==> config.mk <==
export PLATFORM = sky130hd
export DESIGN_NAME = dmux_nway_reg
export DESIGN_NICKNAME = d
export VERILOG_FILES = /design/src/rtl/dmux_nway_reg_pkg.sv /design/src/rtl/dmux_nway_reg_slot.sv /design/src/rtl/dmux_nway_reg.sv
export SDC_FILE = /design/constraint.sdc
export NUM_CORES = 1
export LEC_CHECK = 0
export BUFFER_PORTS_ARGS = -buffer_cell sky130_fd_sc_hd__buf_2
export CORE_UTILIZATION = 49
export DETAILED_ROUTE_END_ITERATION = 12
export GPL_TIMING_DRIVEN = 1
export PLACE_DENSITY = 0.76
export SYNTH_ARGS = -nofsm -noshare
export SYNTH_HDL_FRONTEND = slang
export SYNTH_SLANG_ARGS = --single-unit
==> constraint.sdc <==
create_clock -name clk -period 2 [get_ports clk]
set_clock_uncertainty 0.1 [all_clocks]
set_input_delay 0.1 -clock clk [delete_from_list [all_inputs] [get_ports clk]]
set_output_delay 0.1 -clock clk [all_outputs]
set_load 0.02 [all_outputs]
==> src/rtl/dmux_nway_reg_pkg.sv <==
// Shared constants and helpers for the n-way registered demux (package hack_pkg).
package hack_pkg;

   localparam int HACK_WORD_W = 16;

   function automatic int clog2(input int n);
      int r;
      r = 0;
      while ((1 << r) < n) r++;
      return r;
   endfunction

endpackage

==> src/rtl/dmux_nway_reg_slot.sv <==
// One-entry output slot: holds a single word, refilled on the same edge it drains.
module dmux_slot
   import hack_pkg::*;
#(
   parameter int WIDTH = HACK_WORD_W
) (
   input  logic             clk,
   input  logic             rst_n,
   input  logic             fill,
   input  logic             drain,
   input  logic [WIDTH-1:0] d,
   output logic [WIDTH-1:0] q,
   output logic             valid
);

   logic             vld_q, vld_d;
   logic [WIDTH-1:0] data_q, data_d;

   // A fill always wins over a drain so back-to-back words stream at full rate.
   assign vld_d  = fill | (vld_q & ~drain);
   assign data_d = fill ? d : data_q;

   always_ff @(posedge clk or negedge rst_n) begin
      if (!rst_n) begin
         vld_q  <= 1'b0;
         data_q <= '0;
      end else begin
         vld_q  <= vld_d;
         data_q <= data_d;
      end
   end

   assign q     = data_q;
   assign valid = vld_q;

endmodule

==> src/rtl/dmux_nway_reg.sv <==
// Registered 1-to-NCH demux with per-channel valid/ready and a sticky bad-select flag.
// Optional broadcast input enabled by defining DMUX_BROADCAST_EN.
module dmux_nway_reg
   import hack_pkg::*;
#(
   parameter  int WIDTH = HACK_WORD_W,
   parameter  int NCH   = 4,
   localparam int SEL_W = clog2(NCH)
) (
   input  logic                 clk,
   input  logic                 rst_n,
   input  logic                 in_valid,
   output logic                 in_ready,
   input  logic [WIDTH-1:0]     in_data,
   input  logic [SEL_W-1:0]     in_sel,
`ifdef DMUX_BROADCAST_EN
   input  logic                 in_bcast,
`endif
   output logic [NCH-1:0]       out_valid,
   input  logic [NCH-1:0]       out_ready,
   output logic [NCH*WIDTH-1:0] out_data,
   output logic                 err_sel
);

   logic [NCH-1:0] slot_vld, hit, free, fill, drain;
   logic           sel_ok, bcast, err_q, err_d;

`ifdef DMUX_BROADCAST_EN
   assign bcast = in_bcast;
`else
   assign bcast = 1'b0;
`endif

   assign sel_ok = ({1'b0, in_sel} < (SEL_W+1)'(NCH));

   for (genvar k = 0; k < NCH; k++) begin : g_ch
      assign hit[k]   = (in_sel == SEL_W'(k));
      assign free[k]  = ~slot_vld[k] | out_ready[k];
      assign drain[k] = slot_vld[k] & out_ready[k];
      assign fill[k]  = in_valid & in_ready & (bcast | hit[k]);

      dmux_slot #(.WIDTH(WIDTH)) u_slot (
         .clk   (clk),
         .rst_n (rst_n),
         .fill  (fill[k]),
         .drain (drain[k]),
         .d     (in_data),
         .q     (out_data[k*WIDTH +: WIDTH]),
         .valid (slot_vld[k])
      );
   end

   // An out-of-range select matches no channel, so it is accepted and dropped.
   assign in_ready = bcast ? (&free) : (~sel_ok | (|(hit & free)));
   assign err_d    = err_q | (in_valid & ~sel_ok & ~bcast);

   always_ff @(posedge clk or negedge rst_n) begin
      if (!rst_n) err_q <= 1'b0;
      else        err_q <= err_d;
   end

   assign out_valid = slot_vld;
   assign err_sel   = err_q;

endmodule

==> run metrics, run 1 <==
post-synthesis sequential area ratio=0.6151; total power draw=3982 uW; cell count after synthesis=161; top-area cell type share of the netlist area=0.6151; power density over the cells=1091 nW/um^2; chip width=77.14 microns; initial core utilization=0.5249; placed cells=318; r2r worst-path depth=4; hold_buf cts=22; Gate power share=0.289; Core Box Area=5270 sq um; total negative setup slack=0 ns; worst hold path class=in -> reg; fraction of layout cells with a size suffix above 1=0.6259; EDFF count, synth=0; worst r2r dst=g_ch[1].u_slot.q[0]; Tcrit/Tclk final=0.8953; drt wl/cell=16.30 microns; DRT Pass-1 Iters=4; Overflow after GRT=0; worst hold stages=3; GP Congestion=0.7425; layout filler cell count=400; CP required=1.80 ns; worst-skew pair later-pin latency=0.33 ns; Worst Setup Start Kind=primary input; gr usage total=0.2111; DR vias/cell=4.941; Max Clock Freq=558.5 MHz; Clk pwr share=0.258; Num Clock Sinks=68; htree depth=3; via count=1759; mux contribution to synthesized area=0.2972; Switch Pwr=1263 uW; most common cell in the netlist=dfrtp_1; Synth Area in XOR/XNOR=0; register area=1702 sq um; sequential share of power=0.453; crit path max fanout=3; Worst VDD drop=575.2 uV; io pins=95; simple-gate share of the synthesized area=0.04025; Synth area leaders=dfrtp_1, mux2_2, mux2_4; Setup CP Type=in -> out; clock slew seen by the registers of the worst setup and hold paths=0.07 ns; Compound-Gate Fraction of Synth Area=0.001809; MaxCap Viol Count=0; hpwl dp=3767 microns; min Tclk post-route=1.791 ns; largest family of logic cells by synthesized area=multiplexers; Synth top cells by count=dfrtp_1, mux2_2, mux2_4, buf_4; Root Buffer=clkbuf_8; nets@finish=306; Post-route DRC=0; status=finished, final reports clean; dominant synthesized flop cell=dfrtp_1; CTS-repair resized insts=0; CTS max path bufs=2; CTS tree=yes; cell taking the most area after synthesis=dfrtp_1; internal power=2719 uW; final non-filler cell total=356; synthesized area=2766 sq um; Min-Delay Startpoint=out_ready[0]; n_diodes=0; Max Slew Vio Count=0; share of flip-flops with an asynchronous set or reset=1.000; Setup Buffers After CTS=0; Setup violations, final=0; final hold vios=0; Routed Antenna Nets=0; height of the die=77.14 microns; syn nets=186; Area Overhead vs Synth=31.98%; Synth Register Bits=68; total CTS buffers=9; vias in the first global route=1848; Worst setup EP type=output port; adder-cell share of the synthesized area=0; hold worst-path end=g_ch[0].u_slot.valid; Ys Warns=0; Worst Path Arrival=1.59 ns; first-pass GRT wire length=9363 microns; final wirelength=5803 microns; Starting DRT DRC Count=76; area of the multi-input gates=944.7 sq um; worst setup path start=out_ready[2]; Post-DP Area=3249 sq um; Final Cell Area=3651 sq um; RSZ-0062 raised after global routing=no; Leak Pwr=0.001786 uW; Die ar.=5951 sq um; slack of the worst reg-to-reg path=0.42 ns; largest net degree at the start of global routing=69; Mapped Avg Cell Area=17.18 sq um; Switching Share=0.3171; I/O Buffers=93; Site Rows=26; initial antenna violation count=0; unique cell type count in the Yosys netlist=20; Worst R2R Start=g_ch[1].u_slot.valid
layer usage:
layer  GRT usage  vias to the layer above  wire (microns)
met5           0                        -               0
met4      0.1132                        0             104
met3     0.04286                       11             244
met2      0.3602                       53            3049
met1      0.2492                      898            2404
li1            -                      797               -
flip-flops by register name (all words and copies together) (netlist names):
register / flops
g_ch.u_slot.q: 64
g_ch.u_slot.valid: 4
critical path, stage by stage:
cell           delay (ns)
dlygate4sd3_1        0.54
buf_2                0.12
nand2b_1             0.17
mux4_1               0.50
buf_2                0.17
power groups by stage:
stage / clock, uW / sequential [uW] / combinational, uW
2_1_floorplan: 0 / 2160 / 368
5_1_grt: 1110 / 1840 / 1220
6_report: 1030 / 1800 / 1150
3_3_place_gp: 0 / 1810 / 1100
3_5_place_dp: 0 / 1820 / 1130
4_1_cts: 1050 / 1800 / 1160
cell usage in the layout (no fill, tap or decap), drive strengths merged:
master | synthesis | final
nand2 | 5 | 5
nand3 | 1 | 1
o21ai | 1 | 1
mux4 | 1 | 1
conb | 1 | 1
dlygate4sd3 | 0 | 22
nand2b | 4 | 4
dfrtp | 68 | 68
and3 | 1 | 1
nand3b | 1 | 1
nor3b | 1 | 1
mux2 | 64 | 64
clkbuf | 0 | 15
nor2b | 2 | 2
buf | 11 | 98
clkinv | 0 | 1
cell type report:
class | instances | area share
clock inverter | 1 | 0.001371
tap | 70 | 0.02399
sequential | 68 | 0.4661
timing repair buffer | 120 | 0.2015
multi-input combinational | 82 | 0.2587
clock buffer | 15 | 0.04832
how the worst max path moves through the flow:
stage,endpoint,slack (ns),cells past startpoint
after floorplan,g_ch[1].u_slot.q[10],0.50,4
after global placement,g_ch[1].u_slot.q[1],0.50,4
after detailed placement,g_ch[1].u_slot.q[0],0.44,4
after CTS,in_ready,0.23,5
after global routing,in_ready,0.16,5
final,in_ready,0.21,5
logic make-up after synthesis:
family                 count (synthesis)
DFF                                   68
muxes                                 65
AOI/OAI and AO/OA                      1
other                                  1
and+or+nand+nor                       15
buffers and inverters                 11
per-stage QoR:
step	util	worst slack, ns	hold slack, ns
6_report	0.6928	0.2094	0.03640
5_1_grt	0.6928	0.1609	0.05522
4_1_cts	0.6928	0.2287	0.02217
3_5_place_dp	0.6166	0.4383	0.04864
3_3_place_gp	0.6166	0.5005	0.04573
2_1_floorplan	-	0.4997	-0.2956
No activity file was read; power rests on OpenSTA's default activity.
==> run 2: changes to the inputs <==
--- a/config.mk
+++ b/config.mk
@@ -5,11 +5,12 @@
 export SDC_FILE = /design/constraint.sdc
 export NUM_CORES = 1
 export LEC_CHECK = 0
+export ABC_AREA = 1
 export BUFFER_PORTS_ARGS = -buffer_cell sky130_fd_sc_hd__buf_2
-export CORE_UTILIZATION = 49
+export CORE_UTILIZATION = 52
 export DETAILED_ROUTE_END_ITERATION = 12
 export GPL_TIMING_DRIVEN = 1
-export PLACE_DENSITY = 0.76
+export PLACE_DENSITY = 0.79
 export SYNTH_ARGS = -nofsm -noshare
 export SYNTH_HDL_FRONTEND = slang
 export SYNTH_SLANG_ARGS = --single-unit
==> constraint.sdc (replaced) <==
create_clock -name clk -period 2.1 [get_ports clk]
set_clock_uncertainty 0.1 [all_clocks]
set_input_delay 0.105 -clock clk [delete_from_list [all_inputs] [get_ports clk]]
set_output_delay 0.105 -clock clk [all_outputs]
set_load 0.02 [all_outputs]
==> run 2 against run 1 <==
Against the previous run:
- first-iteration DRC count up 91%
- total power down 3.6%
- critical path depth up 4
- routed wire length up 29%
- critical endpoint unchanged
- largest power group unchanged
- highest routed layer unchanged
==> run metrics, run 2 <==
RSZ-0062 raised after global routing=no; DR vias/cell=5.402; total power draw=3837 uW; CTS-repair resized insts=0; simple-gate share of the synthesized area=0.3543; Routed Antenna Nets=0; Root Buffer=clkbuf_8; Synth area leaders=dfrtp_1, nand2_1, nand4_1; final wirelength=7507 microns; Setup Buffers After CTS=0; Worst Setup Start Kind=primary input; Setup CP Type=in -> out; adder-cell share of the synthesized area=0; Starting DRT DRC Count=145; cell count after synthesis=321; worst hold path class=in -> async; Ys Warns=0; Slew Limit Headroom=0.5499; final hold vios=0; Mapped Avg Cell Area=9.285 sq um; min Tclk post-route=1.848 ns; htree depth=3; Worst Path Arrival=1.64 ns; most common cell in the netlist=nand2_1; drt wl/cell=14.92 microns; Core Box Area=5507 sq um; crit path max fanout=69; share of flip-flops with an asynchronous set or reset=1.000; initial antenna violation count=0; mux contribution to synthesized area=0; post-synthesis sequential area ratio=0.5709; Post-route DRC=0; Max Slew Vio Count=0; Area Overhead vs Synth=28.13%; synthesized area=2980 sq um; EDFF count, synth=0; io pins=95; unique cell type count in the Yosys netlist=15; via count=2717; Leak Pwr=0.002137 uW; top-area cell type share of the netlist area=0.5709; Site Rows=27; status=finished, final reports clean; GP Congestion=0.7731; MaxCap Viol Count=0; largest family of logic cells by synthesized area=simple AND/OR/NAND/NOR gates; Synth Area in XOR/XNOR=0; commonest non-fill, non-tap cells in the layout=nand2_1, buf_2, dfrtp_1; Worst setup EP type=output port; initial core utilization=0.5412; syn nets=346; Worst VDD drop=483.3 uV; total negative setup slack=0 ns; Final Cell Area=3819 sq um; chip width=77.71 microns; worst-skew pair later-pin latency=0.33 ns; fraction of layout cells with a size suffix above 1=0.2970; CTS max path bufs=2; cell taking the most area after synthesis=dfrtp_1; total CTS buffers=9; Compound-Gate Fraction of Synth Area=0; nets@finish=452; Synth Register Bits=68; n_diodes=0; Synth top cells by count=nand2_1, dfrtp_1, nand4_1, clkbuf_1, buf_2; max FFs per register=64; first-pass GRT wire length=12350 microns; Num Clock Sinks=68; power density over the cells=1005 nW/um^2; Post-DP Area=3411 sq um; Overflow after GRT=0; most common cell after layout, fill and taps aside=nand2_1; hpwl dp=5003 microns; gr usage total=0.2700; vias in the first global route=2587; Hold WS=0.2336 ns; Setup violations, final=0; Max Clock Freq=541.1 MHz; layout filler cell count=438; CP required=1.89 ns; CTS tree=yes; Die ar.=6038 sq um; height of the die=77.71 microns; clock slew seen by the registers of the worst setup and hold paths=0.07 ns; dominant synthesized flop cell=dfrtp_1; Slew @ Worst Pin=0.6752 ns; I/O Buffers=93; largest net degree at the start of global routing=70; DRT Pass-1 Iters=4; Tcrit/Tclk final=0.8801
## run 2: routing by layer
metal / part of all wire / vias to the layer above / wire [microns] / GRT usage
li1: - / 1281 / - / -
met1: 0.41 / 1294 / 3072 / 0.3318
met2: 0.48 / 123 / 3637 / 0.4451
met3: 0.086 / 19 / 644 / 0.07882
met4: 0.020 / 0 / 152 / 0.1113
met5: 0 / - / 0 / 0
## run 2: critical path, cell delays in order
cell           delay, ns
dlygate4sd3_1       0.53
buf_2               0.12
inv_1               0.04
nand2_1             0.07
nand2_1             0.07
nand2_1             0.05
inv_2               0.09
nand2_8             0.24
buf_2               0.28
## run 2: per-stage QoR
stage,utilization,std cells,setup WS (ns)
after global routing,0.6935,503,0.1516
final,0.6935,503,0.2519
after detailed placement,0.6194,466,0.3985
after CTS,0.6935,503,0.2711
after global placement,0.6194,466,0.4418
after floorplan,-,321,0.7917
## run 2: final cells by class
cell class              count  area [sq um]  area share
well taps                  72         90.09     0.02359
clock buffers              14         182.7     0.04784
multi-input cells         216          1060      0.2775
inverters                   9         33.78    0.008847
clock inverters             1         5.005    0.001311
flip-flops and latches     68          1702      0.4456
repair buffers            123         745.7      0.1953
## run 2: final timing paths
path,start,endpoint,slack (ns),cells after the start
hold / removal,rst_n,g_ch[0].u_slot.q[4],0.23,3
min in group clk,in_sel[1],g_ch[1].u_slot.q[5],0.26,5
setup / recovery,out_ready[2],in_ready,0.25,9
setup reg to reg,g_ch[2].u_slot.valid,g_ch[2].u_slot.q[13],0.39,8
hold reg to reg,g_ch[1].u_slot.q[7],g_ch[1].u_slot.q[7],0.37,2
max in group asynchronous,rst_n,g_ch[1].u_slot.q[2],1.23,3
## run 2: report_power, final
| group | leakage (uW) | total [uW] | internal [uW] | switching, uW |
|---|---|---|---|---|
| Clock | 0.0000986 | 1010 | 551 | 457 |
| Combinational | 0.00119 | 1100 | 356 | 748 |
| Sequential | 0.000853 | 1730 | 1580 | 149 |
| Total | 0.00214 | 3840 | 2480 | 1350 |
## run 2: kinds of logic after synthesis
kind of cell           after synthesis
other                                1
buffers and inverters               37
AND/OR/NAND/NOR                    215
flip-flops                          68
## run 2: repair_timing
item,in CTS,in global routing
hold buffers,22,0
endpoints found under the hold margin,133,0
endpoints found under the setup margin,0,0
==> run 3: changes to the inputs <==
--- a/config.mk
+++ b/config.mk
@@ -7,10 +7,10 @@
 export LEC_CHECK = 0
 export ABC_AREA = 1
 export BUFFER_PORTS_ARGS = -buffer_cell sky130_fd_sc_hd__buf_2
-export CORE_UTILIZATION = 52
+export CORE_UTILIZATION = 50
 export DETAILED_ROUTE_END_ITERATION = 12
 export GPL_TIMING_DRIVEN = 1
-export PLACE_DENSITY = 0.79
+export PLACE_DENSITY = 0.77
 export SYNTH_ARGS = -nofsm -noshare
 export SYNTH_HDL_FRONTEND = slang
 export SYNTH_SLANG_ARGS = --single-unit
==> constraint.sdc (replaced) <==
create_clock -name clk -period 1.8 [get_ports clk]
set_clock_uncertainty 0.1 [all_clocks]
set_input_delay 0.09 -clock clk [delete_from_list [all_inputs] [get_ports clk]]
set_output_delay 0.09 -clock clk [all_outputs]
set_load 0.02 [all_outputs]
==> run 3 against run 2 <==
Against the previous run:
- sequential power up 17%
- die area up 3.9%
- non-clock buffer count down 1
- largest power group unchanged
==> run metrics, run 3 (synthesis gave the netlist of run 2 again) <==
status=finished, final reports clean; io pins=95; largest net degree at the start of global routing=69; Min-Delay Startpoint=in_valid; Max Clock Freq=592.4 MHz; Routed Antenna Nets=0; initial core utilization=0.5283; placed cells=467; Site Rows=27; Core Box Area=5642 sq um; vias in the first global route=2674; height of the die=79.21 microns; commonest non-fill, non-tap cells in the layout=nand2_1, buf_2, dfrtp_1; final non-filler cell total=505; crit path max fanout=17; worst-skew pair later-pin latency=0.33 ns; DR vias/cell=5.481; Leak Pwr=0.002162 uW; Slew @ Worst Pin=0.5302 ns; RSZ-0062 raised after global routing=no; Area Overhead vs Synth=29.60%; min Tclk post-route=1.688 ns; Starting DRT DRC Count=229; first-pass GRT wire length=12510 microns; Worst Path Arrival=1.50 ns; final wirelength=7825 microns; Num Clock Sinks=68; CTS max path bufs=2; hpwl dp=4890 microns; Slew Limit Headroom=0.6465; hold worst-path end=g_ch[3].u_slot.q[10]; Worst Setup Start Kind=primary input; GP Congestion=0.7642; worst r2r dst=g_ch[0].u_slot.q[13]; I/O Buffers=93; gr usage total=0.2630; Max Slew Vio Count=0; r2r worst-path depth=8; nets@finish=453; Post-DP Area=3431 sq um; Tcrit/Tclk final=0.9379; most common cell after layout, fill and taps aside=nand2_1; worst hold path class=in -> reg; Final Cell Area=3862 sq um; Die ar.=6273 sq um; Setup violations, final=0; Root Buffer=clkbuf_8; Worst VDD drop=613.0 uV; htree depth=3; worst hold stages=3; MaxCap Viol Count=0; DRT Pass-1 Iters=5; chip width=79.21 microns; total negative setup slack=0 ns; total power draw=4593 uW; n_diodes=0; clock slew seen by the registers of the worst setup and hold paths=0.07 ns; via count=2768; drt wl/cell=15.50 microns; Worst R2R Start=g_ch[3].u_slot.valid; fraction of layout cells with a size suffix above 1=0.3048; CP required=1.61 ns; CTS tree=yes; final hold vios=0; slack of the worst reg-to-reg path=0.23 ns; Overflow after GRT=0; max FFs per register=64; Worst setup EP type=output port; power density over the cells=1189 nW/um^2; initial antenna violation count=0; total CTS buffers=9; Post-route DRC=0; Setup CP Type=in -> out
==> run 3: cell types whose count changed in the layout (fill, tap and decap cells not counted), sizes merged <==
cell,previous run,this run
clkbuf,14,11
dlygate4sd3,22,21
nand2,144,146
clkinv,1,4
bufinv,0,1
==> run 3: metal layers <==
layer / global-route usage / vias to the layer above / routed length [microns]
met5: 0 / - / 0
met4: 0.1436 / 0 / 257
met2: 0.4147 / 136 / 3708
met1: 0.3425 / 1315 / 3326
li1: - / 1291 / -
met3: 0.04943 / 26 / 532
==> run 3: through the flow <==
step / utilization / hold WS [ns] / setup slack, ns
after detailed placement: 0.6081 / 0.03707 / 0.2399
final: 0.6846 / 0.1885 / 0.1119
after global placement: 0.6081 / 0.03361 / 0.2798
after floorplan: - / -0.3056 / 0.4917
after global routing: 0.6846 / 0.2018 / 0.04690
after CTS: 0.6817 / 0.1699 / 0.06005
==> run 3: power breakdown <==
part	switching, uW	internal [uW]
clock network	560	706
registers	179	1840
logic	887	423
==> run 3: worst max path at each step <==
stage	endpoint	startpoint	depth (start not counted)	slack [ns]
floorplan	g_ch[0].u_slot.q[10]	g_ch[0].u_slot.valid	9	0.49
global placement	g_ch[3].u_slot.q[8]	g_ch[3].u_slot.valid	8	0.28
detailed placement	g_ch[2].u_slot.q[12]	g_ch[3].u_slot.valid	8	0.24
CTS	in_ready	out_ready[2]	9	0.06
global route	in_ready	out_ready[3]	9	0.05
finish	in_ready	out_ready[3]	9	0.11
==> run 3: repair_timing <==
action | 4_1_cts | 5_1_grt
resized for setup | 0 | 2
cloned | 1 | 1
endpoints found under the hold margin | 136 | 0
setup buffers | 0 | 0
hold buffers | 21 | 0
endpoints found under the setup margin | 1 | 1
pin swaps | 1 | 1
==> run 3: worst max-delay path: stages <==
cell and delay [ns]:
dlygate4sd3_1 0.54, buf_2 0.12, inv_1 0.04, nand2_1 0.07, nand2_1 0.07, nand2_1 0.09
inv_4 0.13, nand2_8 0.14, buf_2 0.20
==> run 3: area by class of cell <==
class / instances / area, sq um
multi-input cells: 218 / 1082
clock inverters: 5 / 50.05
clock buffers: 11 / 151.4
repair buffers: 122 / 748.2
fillers: 455 / 1779
inverters: 9 / 38.79
flip-flops and latches: 68 / 1702
well taps: 72 / 90.09
